==> src/rtl/nine_weight_gen_if.sv <==
// Handshake/bus bundle for nine_weight_gen: run request in, streamed words out.
interface nine_weight_gen_if;
    logic       start;
    logic [3:0] weight;
    logic       ready;
    logic [8:0] word;
    logic       valid;
    logic       last;
    logic       busy;
    logic       done;
    logic       err;
    logic [7:0] count;

    // Generator side
    modport slave (
        input  start, weight, ready,
        output word, valid, last, busy, done, err, count
    );

    // Requester / consumer side
    modport master (
        output start, weight, ready,
        input  word, valid, last, busy, done, err, count
    );
endinterface

==> src/rtl/nine_weight_gen.sv <==
// Enumerates every 9-bit word with exactly k ones, in ascending order,
// over a valid/ready stream. One word per cycle when ready stays high.
module nine_weight_gen (
    input  logic               clk,
    input  logic               rst,
    nine_weight_gen_if.slave   bus
);

    typedef enum logic [1:0] {
        IDLE = 2'd0,
        EMIT = 2'd1,
        FIN  = 2'd2
    } state_t;

    state_t     r_state;
    state_t     w_next_state;
    logic [3:0] r_k;
    logic [8:0] r_word;
    logic [7:0] r_count;
    logic       r_err;

    logic       w_accept;
    logic       w_bad;
    logic       w_xfer;
    logic       w_is_last;
    logic [8:0] w_shl;
    logic [8:0] w_first;
    logic [8:0] w_shr;
    logic [8:0] w_final;
    logic [8:0] w_low;
    logic [8:0] w_ripple;
    logic [8:0] w_changed;
    logic [3:0] w_pc;
    logic [3:0] w_nfill;
    logic [8:0] w_fill_shl;
    logic [8:0] w_fill;
    logic [8:0] w_succ;

    // Run request decode: only honoured in IDLE.
    assign w_accept = (r_state == IDLE) && bus.start && (bus.weight <= 4'd9);
    assign w_bad    = (r_state == IDLE) && bus.start && (bus.weight >  4'd9);
    assign w_xfer   = (r_state == EMIT) && bus.ready;

    // First word has the k low bits set; final word has the k high bits set.
    assign w_shl     = 9'h1FF << bus.weight;
    assign w_first   = ~w_shl;
    assign w_shr     = 9'h1FF >> r_k;
    assign w_final   = ~w_shr;
    assign w_is_last = (r_word == w_final);

    // Next larger word with the same popcount: add the lowest set bit to
    // ripple the lowest block of ones up by one position, then refill the
    // bottom with the ones that the carry swallowed. Never used on the final
    // word, so the ripple cannot overflow 9 bits.
    assign w_low     = r_word & (~r_word + 9'd1);
    assign w_ripple  = r_word + w_low;
    assign w_changed = r_word ^ w_ripple;

    // Popcount of the bits flipped by the ripple.
    always_comb begin
        w_pc = 4'd0;
        for (int i = 0; i < 9; i++) begin
            w_pc = w_pc + {3'b000, w_changed[i]};
        end
    end

    assign w_nfill    = w_pc - 4'd2;
    assign w_fill_shl = 9'd1 << w_nfill;
    assign w_fill     = w_fill_shl - 9'd1;
    assign w_succ     = w_ripple | w_fill;

    // State register.
    always_ff @(posedge clk or posedge rst) begin
        // NOTE: sequential state uses non-blocking assignments so every
        // register samples pre-edge values regardless of statement order.
        if (rst) r_state <= IDLE;
        else     r_state <= w_next_state;
    end

    // Next-state and stream control outputs.
    always_comb begin
        // NOTE: every output gets a default first so no path infers a latch.
        w_next_state = r_state;
        bus.valid    = 1'b0;
        bus.last     = 1'b0;
        bus.busy     = 1'b0;
        bus.done     = 1'b0;
        case (r_state)
            IDLE: begin
                if (w_accept) w_next_state = EMIT;
            end
            EMIT: begin
                bus.valid = 1'b1;
                bus.busy  = 1'b1;
                bus.last  = w_is_last;
                if (w_xfer && w_is_last) w_next_state = FIN;
            end
            FIN: begin
                bus.done     = 1'b1;
                w_next_state = IDLE;
            end
            default: w_next_state = IDLE;
        endcase
    end

    // Datapath: latched weight, current word, transfer count, error pulse.
    always_ff @(posedge clk or posedge rst) begin
        // NOTE: all datapath registers are reset; outputs must read zero the
        // instant rst rises, not after the next edge.
        if (rst) begin
            r_k     <= 4'd0;
            r_word  <= 9'd0;
            r_count <= 8'd0;
            r_err   <= 1'b0;
        end else begin
            r_err <= w_bad;
            if (w_accept) begin
                r_k     <= bus.weight;
                r_word  <= w_first;
                r_count <= 8'd0;
            end else if (w_xfer) begin
                r_count <= r_count + 8'd1;
                if (!w_is_last) r_word <= w_succ;
            end
        end
    end

    assign bus.word  = r_word;
    assign bus.err   = r_err;
    assign bus.count = r_count;

endmodule

==> src/flat_wrapper.sv <==
// flat-port wrapper written by rule: the top's interface ports become plain ports
module nine_weight_gen_flat 
  (clk, rst, bus_start, bus_weight, bus_ready, bus_word, bus_valid, bus_last, bus_busy, bus_done, bus_err, bus_count);
  nine_weight_gen_if bus_i ();
  input  logic clk;
  input  logic rst;
  input wire logic [$bits(bus_i.start)-1:0] bus_start;
  input wire logic [$bits(bus_i.weight)-1:0] bus_weight;
  input wire logic [$bits(bus_i.ready)-1:0] bus_ready;
  output wire logic [$bits(bus_i.word)-1:0] bus_word;
  output wire logic [$bits(bus_i.valid)-1:0] bus_valid;
  output wire logic [$bits(bus_i.last)-1:0] bus_last;
  output wire logic [$bits(bus_i.busy)-1:0] bus_busy;
  output wire logic [$bits(bus_i.done)-1:0] bus_done;
  output wire logic [$bits(bus_i.err)-1:0] bus_err;
  output wire logic [$bits(bus_i.count)-1:0] bus_count;
  assign bus_i.start = bus_start;
  assign bus_i.weight = bus_weight;
  assign bus_i.ready = bus_ready;
  assign bus_word = bus_i.word;
  assign bus_valid = bus_i.valid;
  assign bus_last = bus_i.last;
  assign bus_busy = bus_i.busy;
  assign bus_done = bus_i.done;
  assign bus_err = bus_i.err;
  assign bus_count = bus_i.count;
  nine_weight_gen u_core (.clk(clk), .rst(rst), .bus(bus_i));
endmodule
==> config.mk <==
export PLATFORM = sky130hd
export DESIGN_NAME = nine_weight_gen_flat
export DESIGN_NICKNAME = d
export VERILOG_FILES = /design/src/rtl/nine_weight_gen_if.sv /design/src/rtl/nine_weight_gen.sv /design/src/flat_wrapper.sv
export SDC_FILE = /design/constraint.sdc
export NUM_CORES = 1
export LEC_CHECK = 0
export BUFFER_PORTS_ARGS = -buffer_cell sky130_fd_sc_hd__buf_2
export CAP_MARGIN = 30
export CORE_MARGIN = 10
export CORE_UTILIZATION = 23
export CTS_CLUSTER_SIZE = 14
export DETAILED_ROUTE_END_ITERATION = 16
export PLACE_DENSITY = 0.35
export SLEW_MARGIN = 20
export SYNTH_ARGS = -nofsm -noshare
export SYNTH_HDL_FRONTEND = slang
export SYNTH_SLANG_ARGS = --single-unit
==> constraint.sdc <==
create_clock -name clk -period 14.73 [get_ports clk]
set_input_delay 0.7365 -clock clk [delete_from_list [all_inputs] [get_ports clk]]
set_output_delay 0.7365 -clock clk [all_outputs]
set_load 0.03 [all_outputs]
Word level (Yosys, flattened, before mapping):

Index checks and enable logic that the tools add are counted.

* $lt $le $gt $ge: 2
* shift-type cells: 3
* $add $sub $neg: 13
* eq/ne operators: 6
* bitwise gates (word level): 6
* reductions and logical operators: 9
* mux-type cells: 11

Operators with widths (count)
* adder 4 x 1 -> 4 bit: 7
* two-way mux 9 bit: 3
* NOT 9 bit: 3
* two-way mux 8 bit: 2
* adder 9 x 1 -> 9 bit, second input constant: 1
* adder 9 bit: 1
* AND 9 bit: 1
* equality test 9 bit: 1
* bitwise OR 9 bit: 1
* << shifter 1 x 4 -> 9 bit, first input constant: 1
* << shifter 9 x 4 -> 9 bit, first input constant: 1
* >> shifter 9 x 4 -> 9 bit, first input constant: 1
* subtractor 9 x 1 -> 9 bit, second input constant: 1
* bitwise XOR 9 bit: 1
* adder 8 x 1 -> 8 bit, second input constant: 1
* logical AND 1 bit: 5
* greater-than comparator 4 bit, second input constant: 1
* less-or-equal comparator 4 bit, second input constant: 1
* two-way mux 2 bit: 2
* inequality test 2 x 1 -> 1 bit, second input constant: 2
* one-hot mux 2 bit (2 select lines): 1
* AND reduction 2 bit: 2
* subtractor 4 x 2 -> 4 bit, second input constant: 1
* two-way mux 1 bit: 3
* other kinds (6): 6

* output and inout bits: 22
* register bits: 24
* logic and storage cells: 55

Longest topological paths before layout:

* depth after elaboration: 20
* mapped depth: 23
* depth with buffers taken out: 21

Least setup slack after synthesis:

OpenSTA, ideal clock, no wires.

* path type: register to register
* start point: register u_core.r_word[2] (netlist: u_core.bus.word[2])
* end point: register u_core.r_word[2] (netlist: u_core.bus.word[2])
* setup slack: 9.343 ns
* cell stages (with the launch flop): 23
* path buffers: 2
* arrival: 5.252 ns
* clock period less this slack: 5.387 ns
* cells stage by stage: dfrtp_1 clkbuf_8 clkbuf_1 nor2b_1 o21ai_0 nand2b_1 fa_1 inv_1 fa_1 inv_1 fa_1 ha_1 inv_1 fa_1 xor2_1 and2_1 and2b_2 nand2_1 ha_1 inv_1 or4b_2 a31oi_1 mux2i_1

* longest elaborated chain between the ends: 19
* elaborated cells between the ends (all ways): 22

RTL lines
* start: declaration: line nine_weight_gen.sv:18 `logic [8:0] r_word;`
* start signal: assignment: line nine_weight_gen.sv:119 `r_word <= w_first;`
* start signal: assignment: line nine_weight_gen.sv:123 `if (!w_is_last) r_word <= w_succ;`
* NOT 9 bit: line nine_weight_gen.sv:55 `assign w_low = r_word & (~r_word + 9'd1);`
* adder 9 x 1 -> 9 bit: line nine_weight_gen.sv:55
* AND 9 bit: line nine_weight_gen.sv:55
* adder 9 bit: line nine_weight_gen.sv:56 `assign w_ripple = r_word + w_low;`
* bitwise XOR 9 bit: line nine_weight_gen.sv:57 `assign w_changed = r_word ^ w_ripple;`
* adder 4 x 1 -> 4 bit (7 in a row): line nine_weight_gen.sv:63 `w_pc = w_pc + {3'b000, w_changed[i]};`
* subtractor 4 x 2 -> 4 bit: line nine_weight_gen.sv:67 `assign w_nfill = w_pc - 4'd2;`
* << shifter 1 x 4 -> 9 bit: line nine_weight_gen.sv:68 `assign w_fill_shl = 9'd1 << w_nfill;`
* subtractor 9 x 1 -> 9 bit: line nine_weight_gen.sv:69 `assign w_fill = w_fill_shl - 9'd1;`
* bitwise OR 9 bit: line nine_weight_gen.sv:70 `assign w_succ = w_ripple | w_fill;`
* two-way mux 9 bit: line nine_weight_gen.sv:123
* two-way mux 9 bit: line nine_weight_gen.sv:121 `end else if (w_xfer) begin`
* two-way mux 9 bit: line nine_weight_gen.sv:117 `if (w_accept) begin`

Parallel ways exist; a longest one is shown, timed or not. The select of a mux whose other input is x is not followed.
A chain may end at the register's enable or synchronous reset.

Final worst setup path:

Same ends and word-level chain as after synthesis.

==> run metrics <==
actual slew at the worst max-slew pin=approximately 570 ps; Die Y=119 um; GR Util met3=under 10%; Syn Nets=about 290; most common cell after layout, fill and taps aside=nor2_1; FILL cells=approximately 1100; worst r2r src=u_core.bus.word[2]$_DFFE_PP0P_; Final period util=a little under two fifths; achievable frequency=between 0.15 and 0.2 GHz; average vias per placed instance=~4.8; Post-Syn Instances=approximately 270; RSZ-0062 raised after global routing=no; GPL Wtd Cong=between 0.7 and 0.8; clock tree buffer depth=2; GR met1 Demand/Resource=roughly 14%; first-pass GRT wire length=around 11 mm; #FFs+latches synth=24; setup TNS=0 ps; Worst EP arrival=~5600 ps; layout cell share with drive strength beyond 1=around a fifth; synth top area cells=dfrtp_1, nor2_1, nand2_1, clkbuf_8, ha_1; Hold Path Class=in2async; Max FO, Critical Path=19; Post-CTS Setup Repair Bufs=0; H-tree Lvls=1; top cell type's share of synthesized area=about 27%; critical path class=reg2reg; Post-Route WL=around 6.8 mm; nets=between 300 and 400; hold-fix buffers at CTS=0; Synth area leader=dfrtp_1; CTS root buffer=clkbuf_8; core area=about 0.0094 mm^2; vias in the first global route=between 1500 and 2000; # rows=35; IO Pins=30; Ant. Diodes=0; maximum number of pins on one net before global-route repair=20; antenna violations before repair=0; Clk Latency, worst-skew pair=~270 ps; Slew headroom=just over 60%; Final HPWL DP=~5.3 mm; sequential area share after synthesis=26.9%; CTS sink count=24; die footprint=about 0.014 mm^2; starting DRC count in detailed routing=~200; Worst EP required=14880 ps; Starting Density=23.9%; antenna-violating nets left=0; final setup fails=0; crit path launch type=flop; non-filler cells, final=approximately 420; Worst-path clk slew=90 ps; Cell Area, Synth=around 0.0022 mm^2; Die X=about 120 um; routed vias=2014; CTS tree=done; Layout area overhead=10.9%; CTS Buf Count=3; status=completed; final slew viol count=0; grt peak-use layer=met1; Tot GR Track Use=a little under a tenth; synth unique cells=58; commonest non-fill, non-tap cells in the layout=nor2_1, nand2_1, buf_2; ys async rst share=100%; setup slack, reg-to-reg=between 9000 and 10000 ps; syn avg cell area=8.19 um^2; number of synthesized flops with an enable pin=0; Port Buffer Count=29; DRC Markers=0; Register-to-Register Path Depth=20; Synth Flop Type=dfrtp_1; max cap viols=0; Final Hold Vio Count=0; GR Overflow Total=0; post-layout minimum cycle time=5450 ps; CP Capture Type=flop; cts repair resizes=0; placed cell count=slightly above 400; Synth warnings=0; grt met2 use=13.6%; WL/cell=roughly 16 um; R2R Path End=u_core.bus.word[2]$_DFFE_PP0P_; Clock Skew=0.950 ps; drt first pass iters=4
==> per-layer routing <==
layer | up-vias | part of all wire, %
li1 | 993 | -
met1 | 976 | 52
met2 | 41 | 43
met3 | 4 | 3.8
met4 | 0 | 0.68
met5 | - | 0
==> sequential cells by signal, indices dropped and copies added (netlist names) <==
signal	cells
u_core.bus.word	9
u_core.bus.count	8
u_core.r_k	4
u_core.r_state	2
u_core.bus.err	1
==> metrics by stage <==
step / hold slack, ps / area [um^2] / setup WS [ps] / util (%)
after CTS: 433 / 2480 / 9260 / 26.5
after global routing: 452 / 2480 / 8900 / 26.5
after detailed placement: 542 / 2410 / 9290 / 25.7
final: 430 / 2480 / 9280 / 26.5
after global placement: 524 / 2390 / 9290 / 25.5
after floorplan: 539 / 2240 / 9340 / -
==> how the worst max path moves through the flow <==
stage	startpoint	end	slack [ps]
6_report	u_core.bus.word[2]$_DFFE_PP0P_	u_core.bus.word[2]$_DFFE_PP0P_	9280
5_1_grt	u_core.bus.word[2]$_DFFE_PP0P_	u_core.bus.word[2]$_DFFE_PP0P_	8900
4_1_cts	u_core.bus.word[2]$_DFFE_PP0P_	u_core.bus.word[2]$_DFFE_PP0P_	9260
3_5_place_dp	u_core.bus.word[2]$_DFFE_PP0P_	u_core.bus.word[2]$_DFFE_PP0P_	9290
3_3_place_gp	u_core.bus.word[0]$_DFFE_PP0P_	u_core.bus.word[2]$_DFFE_PP0P_	9290
2_1_floorplan	u_core.bus.word[2]$_DFFE_PP0P_	u_core.bus.word[2]$_DFFE_PP0P_	9340
==> kinds of logic (layout without fill, tap and decap cells) <==
kind of cell / after synthesis / in the layout / synth area share [%]
adders and majority gates: 11 / 11 / 7.50
AOI/OAI and AO/OA: 69 / 69 / 21.4
muxes: 10 / 10 / 4.76
DFF: 24 / 24 / 26.9
and+or+nand+nor: 110 / 110 / 24.8
buffers and inverters: 38 / 55 / 10.4
xor gates and xnor gates: 11 / 11 / 4.31
==> final cells by class <==
class                   instances  area [um^2]  share of cell area (%)
clock inverters                 1         30.0                    1.21
well taps                     129          161                    6.51
inverters                      20         75.1                    3.03
clock buffers                   3         41.3                    1.66
multi-input cells             211         1400                    56.6
repair buffers                 31          168                    6.76
flip-flops and latches         24          601                    24.2
==> critical path, stage by stage, from the launching register on <==
cell      delay (ps)
dfrtp_1          720
nor2b_1           90
o21ai_0          160
nand2b_1          90
fa_1             490
inv_1             60
fa_1             530
inv_1             60
fa_1             550
ha_1             170
inv_1             50
fa_1             370
xor2_1           220
and2_1           220
and2b_2          220
nand2_1           70
ha_1             210
inv_1            110
or4b_2           670
a31oi_1          190
mux2i_1           90
==> synth_stat cells, types with 7 or more instances <==
library cell / instances
a21oi_1: 16
o21ai_0: 9
clkbuf_1: 7
ha_1: 7
clkbuf_8: 7
a31oi_1: 7
dfrtp_1: 24
nand2_1: 30
inv_1: 20
nor2_1: 31
Power is left out: the tool's default activity adds up to more than one toggle a clock period on the data nets, which glitch-free logic cannot reach.
